File: src/rtl/nv_nvdla_mcif_read_wrr_os.sv
// WRR read-request arbiter with outstanding-credit limit; 1-cycle registered output, clients stall while credits are exhausted or the output register is held by arb_out_ready=0.
// Optional NVDLA_MCIF_RD_OS_STALL_CNT_EN adds a saturating os_stall_cnt of credit-starved cycles.
module nv_nvdla_mcif_read_wrr_os #(
    parameter int NUM_CLT  = 8,
    parameter int PD_W     = 79,
    parameter int CLT_ID_W = 4
) (
    input  logic                    nvdla_core_clk,
    input  logic                    nvdla_core_rstn,
    input  logic [NUM_CLT-1:0]      clt_req_valid,
    output logic [NUM_CLT-1:0]      clt_req_ready,
    input  logic [NUM_CLT*PD_W-1:0] clt_req_pd,
    input  logic [NUM_CLT*8-1:0]    reg2dp_rd_weight,
    input  logic [7:0]              reg2dp_rd_os_cnt,
    output logic                    arb_out_valid,
    input  logic                    arb_out_ready,
    output logic [PD_W-1:0]         arb_out_pd,
    output logic [CLT_ID_W-1:0]     arb_out_clt_id,
    input  logic                    eg2ig_axi_vld,
`ifdef NVDLA_MCIF_RD_OS_STALL_CNT_EN
    output logic [31:0]             os_stall_cnt,
`endif
    output logic [8:0]              os_inflight
);

    logic                r_out_vld;
    logic [PD_W-1:0]     r_out_pd;
    logic [CLT_ID_W-1:0] r_out_id;
    logic [CLT_ID_W-1:0] r_gnt;
    logic [7:0]          r_burst;
    logic [8:0]          r_os;

    logic [8:0]          w_limit;
    logic                w_credit_ok;
    logic                w_accept_en;
    logic                w_any_vld;
    logic                w_hold_vld;
    logic [7:0]          w_quota;
    logic                w_hold;
    logic [CLT_ID_W-1:0] w_nxt;
    logic [CLT_ID_W-1:0] w_gnt;
    logic                w_hs;
    logic [PD_W-1:0]     w_pd_sel;
    logic                w_dec;

    assign w_limit     = {1'b0, reg2dp_rd_os_cnt} + 9'd1;
    assign w_credit_ok = (r_os < w_limit);
    assign w_accept_en = w_credit_ok && (!r_out_vld || arb_out_ready);
    assign w_any_vld   = |clt_req_valid;
    assign w_hs        = w_any_vld && w_accept_en;
    assign w_dec       = eg2ig_axi_vld && (r_os != 9'd0);

    // Holder keeps the grant while valid and under quota; otherwise the nearest
    // valid client after it (wrapping, the holder itself last) takes over.
    always_comb begin
        int d;
        int best;
        w_hold_vld = 1'b0;
        w_quota    = 8'd1;
        w_nxt      = r_gnt;
        best       = NUM_CLT + 1;
        d          = 0;
        for (int i = 0; i < NUM_CLT; i++) begin
            if (r_gnt == CLT_ID_W'(i)) begin
                w_hold_vld = clt_req_valid[i];
                w_quota    = (reg2dp_rd_weight[i*8 +: 8] == 8'd0) ? 8'd1 : reg2dp_rd_weight[i*8 +: 8];
            end
            if (clt_req_valid[i]) begin
                d = (i + NUM_CLT - int'(r_gnt)) % NUM_CLT;
                if (d == 0) d = NUM_CLT;
                if (d < best) begin
                    best  = d;
                    w_nxt = CLT_ID_W'(i);
                end
            end
        end
        w_hold = w_hold_vld && (r_burst < w_quota);
        w_gnt  = w_hold ? r_gnt : w_nxt;
    end

    always_comb begin
        clt_req_ready = '0;
        w_pd_sel      = '0;
        for (int i = 0; i < NUM_CLT; i++) begin
            if (w_gnt == CLT_ID_W'(i)) begin
                clt_req_ready[i] = w_hs;
                w_pd_sel         = clt_req_pd[i*PD_W +: PD_W];
            end
        end
    end

    always_ff @(posedge nvdla_core_clk or negedge nvdla_core_rstn) begin
        if (!nvdla_core_rstn) begin
            r_gnt   <= '0;
            r_burst <= 8'd0;
        end else if (w_hs) begin
            if (w_hold) begin
                r_burst <= r_burst + 8'd1;
            end else begin
                r_gnt   <= w_gnt;
                r_burst <= 8'd1;
            end
        end
    end

    always_ff @(posedge nvdla_core_clk or negedge nvdla_core_rstn) begin
        if (!nvdla_core_rstn) begin
            r_out_vld <= 1'b0;
            r_out_pd  <= '0;
            r_out_id  <= '0;
        end else if (w_hs) begin
            r_out_vld <= 1'b1;
            r_out_pd  <= w_pd_sel;
            r_out_id  <= w_gnt;
        end else if (arb_out_ready) begin
            r_out_vld <= 1'b0;
        end
    end

    always_ff @(posedge nvdla_core_clk or negedge nvdla_core_rstn) begin
        if (!nvdla_core_rstn) begin
            r_os <= 9'd0;
        end else begin
            case ({w_hs, w_dec})
                2'b10:   if (r_os != 9'd511) r_os <= r_os + 9'd1;
                2'b01:   r_os <= r_os - 9'd1;
                default: r_os <= r_os;
            endcase
        end
    end

`ifdef NVDLA_MCIF_RD_OS_STALL_CNT_EN
    logic [31:0] r_stall_cnt;
    always_ff @(posedge nvdla_core_clk or negedge nvdla_core_rstn) begin
        if (!nvdla_core_rstn) begin
            r_stall_cnt <= 32'd0;
        end else if (w_any_vld && !w_credit_ok && (r_stall_cnt != 32'hFFFF_FFFF)) begin
            r_stall_cnt <= r_stall_cnt + 32'd1;
        end
    end
    assign os_stall_cnt = r_stall_cnt;
`endif

    assign arb_out_valid  = r_out_vld;
    assign arb_out_pd     = r_out_pd;
    assign arb_out_clt_id = r_out_id;
    assign os_inflight    = r_os;

endmodule

File: config.mk
export PLATFORM = sky130hd
export DESIGN_NAME = nv_nvdla_mcif_read_wrr_os
export DESIGN_NICKNAME = d
export VERILOG_FILES = /design/src/rtl/nv_nvdla_mcif_read_wrr_os.sv
export SDC_FILE = /design/constraint.sdc
export NUM_CORES = 1
export LEC_CHECK = 0
export CORE_AREA = 2 2 322 324
export DETAILED_ROUTE_END_ITERATION = 6
export DIE_AREA = 0 0 324 326
export GPL_ROUTABILITY_DRIVEN = 0
export MAX_ROUTING_LAYER = met4
export RECOVER_POWER = 100
export SETUP_SLACK_MARGIN = 0.05
export SLEW_MARGIN = 0
export SYNTH_ARGS = -nofsm -noshare
export SYNTH_HDL_FRONTEND = slang
export SYNTH_SLANG_ARGS = --single-unit
File: constraint.sdc
create_clock -name nvdla_core_clk -period 25.1 [get_ports nvdla_core_clk]
set_clock_uncertainty 0.05 [all_clocks]
set_input_delay 3.765 -clock nvdla_core_clk [delete_from_list [all_inputs] [get_ports nvdla_core_clk]]
set_output_delay 3.765 -clock nvdla_core_clk [all_outputs]
set_load 0.05 [all_outputs]
==> impl_metrics.yaml <==
setup_path:
  crit_path_max_incr_delay_ps: 840
  end_kind: "output port"
  crit_type: "input port to output port"
  cp_slowest_cell: "clkdlybuf4s50_1"
  crit_start: "clt_req_valid[0]"
  r2r-end: "arb_out_pd[8]"
  cp_max_fo: 30
  critPathLaunchType: "input port"
  cp_common_cell: "ha_1"
  arrival_ps: 19360
  r2r_slack_ps: 4980
  r2r_cells: 57
  timing.rr.start: "r_gnt[0]"
  endpoint: "clt_req_ready[3]"
  worstPathRequired_ps: 21290
global_routing:
  antenna_found_initial: 44
  grtUsageTotal_pct: 17.6
  grt_pass1_vias: 16600
  grt_max_degree: 151
  grt_pass1_wl_mm: 128
  overflow: 0
detailed_routing:
  via_count: 17100
  wire_per_inst_um: 24.2
  wl_mm: 94.8
  vias_per_cell: 4.36
  drc: 0
  ant_nets: 0
  drt_pass1_iterations: 7
  drtIter0Drc: 1235
yosys:
  synthesis.instances: 1783
  synth_warnings: 0
  syn_area_per_cell_um2: 7.17
  syn_area_um2: 12800
  synth_cell_type_count: 78
  synth_nets: 2566
  ys_seq_area_share_pct: 20.6
  synth_ff_type: "dfrtp_1"
  synth_seq_cells: 105
  synth_edf_count: 0
  ys_async_sr_fraction_pct: 100
clock_tree:
  clk_pin_slew_worst_paths_ps: 90
  clk_latency_ps: 410
  cts_made_buffers: 9
  htree_levels: 3
  clockBufferDepth: 2
  ctsHoldBuffers: 0
  root_buffer: "clkbuf_16"
  cts_tree: "done"
  post_cts_buffers: 0
  clock_sinks: 105
  cts_resized: 0
cells_and_area:
  multiInputGateArea_um2: 9430
  layout_commonest_cell: "clkdlybuf4s50_1"
  design_area_um2: 22600
  layout.nets: 3281
  fillers: 11400
  syn2layout_area_growth_pct: 76.9
  layout-drive-gt1-share_pct: 5.55
  seqCellArea_um2: 2630
  mostFrequentLayoutCells: "713 x clkdlybuf4s50_1, 462 x nand2_1, 157 x o21ai_0"
status:
  status: "complete, but fails checks"
  violations: "capacitance limit, slew limit"
sta:
  tns_ps: 0
  tightest_slew_ps: 4620
  min_period_over_period_pct: 92.3
  slew_viol_final: 459
  fin_crit_ps: 23180
  finalHoldViolCount: 0
  rsz0062_at_grt: "false"
  hold_ws_ps: 440
  setup_viol: 0
  max_clock_freq_mhz: 43.1
  slew-limit-headroom_pct: -208
die:
  initial_utilization_pct: 12.5
  dieHeight_um: 326
  die_w_um: 324
  num_rows: 118
  dieArea_um2: 106000
  coreArea_um2: 103000
  pin_count: 817
placed_design:
  hpwl_mm: 77.0
  dpl-instance-area_um2: 22300
  port_buffers: 816
flow_run:
  drv_cap: 9
min_path:
  hold_class: "flip-flop to flip-flop"
[state kept, by name (all words and copies together), names as in the netlist]
signal          count
arb_out_clt_id      4
arb_out_pd         79
arb_out_valid       1
os_inflight         9
r_burst             8
r_gnt               4
[cells in the mapped netlist, drive strengths merged (7+ instances only)]
| library cell | count | area share (%) |
|---|---|---|
| dfrtp | 105 | 21 |
| a221oi | 8 | 0.60 |
| mux2i | 91 | 7.1 |
| a21o | 8 | 0.47 |
| o21ai | 189 | 7.4 |
| buf | 57 | 2.7 |
| nand3 | 24 | 0.94 |
| o21a | 11 | 0.65 |
| o211ai | 25 | 1.5 |
| nor4 | 13 | 0.64 |
| a21oi | 60 | 2.3 |
| nand2b | 13 | 0.64 |
| and3 | 8 | 0.39 |
| xor2 | 9 | 0.62 |
| inv | 34 | 1.0 |
| nor3 | 19 | 0.86 |
| a211oi | 79 | 4.7 |
| nand2 | 464 | 14 |
| ha | 66 | 6.5 |
| and2 | 83 | 4.1 |
| mux2 | 8 | 0.70 |
| clkbuf | 80 | 2.3 |
| nor2 | 52 | 1.5 |
| nor2b | 7 | 0.34 |
| o2bb2ai | 14 | 0.96 |
| a22oi | 87 | 5.1 |
| a31o | 74 | 5.1 |
| a31oi | 11 | 0.59 |
| nand3b | 8 | 0.47 |
[layout make-up]
type | count | share of cell area, %
well taps | 1380 | 7.64
flip-flops and latches | 105 | 11.6
diodes | 28 | 0.310
multi-input cells | 1507 | 41.7
clock buffers | 11 | 1.07
inverters | 34 | 0.564
clock inverters | 5 | 0.199
repair buffers | 841 | 36.9
[cells by family after synthesis]
family,after synthesis,share of synthesized area [%]
and+or+nand+nor,722,25.4
AOI/OAI and AO/OA,604,32.6
buffers and inverters,171,6.04
DFF,105,20.6
muxes,99,7.83
adders and majority gates,67,6.62
xor gates and xnor gates,15,1.03
[critical path: cells and delay by family]
kind / cells / cell delay (ps)
AND/OR/NAND/NOR: 21 / 3970
adder cells (fa/ha/maj): 7 / 1890
multiplexers: 4 / 1570
buffers and inverters: 2 / 1600
AO/OA/AOI/OAI: 19 / 6530
[stage by stage]
stage / util [%] / worst slack [ps] / std cells
2_1_floorplan: - / 4960 / 1783
3_3_place_gp: 21.7 / 3120 / 3867
3_5_place_dp: 21.7 / 2710 / 3867
4_1_cts: 22.0 / 2720 / 3883
5_1_grt: 22.0 / 705 / 3907
6_report: 22.0 / 1920 / 3911
[layer usage]
| layer | share of wire [%] | global-route usage (%) | wire (µm) | vias up |
|---|---|---|---|---|
| li1 | - | - | - | 7938 |
| met1 | 43 | 22.2 | 40900 | 8224 |
| met2 | 45 | 27.3 | 42900 | 815 |
| met3 | 9.5 | 5.15 | 9010 | 81 |
| met4 | 2.1 | 4.94 | 1950 | 0 |
| met5 | 0 | - | 0 | - |
[worst min path at each step]
stage	startpoint	endpoint	slack [ps]	depth (start not counted)
floorplan	r_burst[0]	r_burst[0]	440	1
global placement	arb_out_clt_id[1]	arb_out_clt_id[1]	420	2
detailed placement	arb_out_clt_id[0]	arb_out_clt_id[0]	430	2
CTS	arb_out_clt_id[0]	arb_out_clt_id[0]	450	2
global route	arb_out_pd[42]	arb_out_pd[42]	490	2
finish	arb_out_clt_id[0]	arb_out_clt_id[0]	440	2
Power is not shown: default switching activity piles up to over one toggle a cycle in this logic, so the estimate is an artifact.
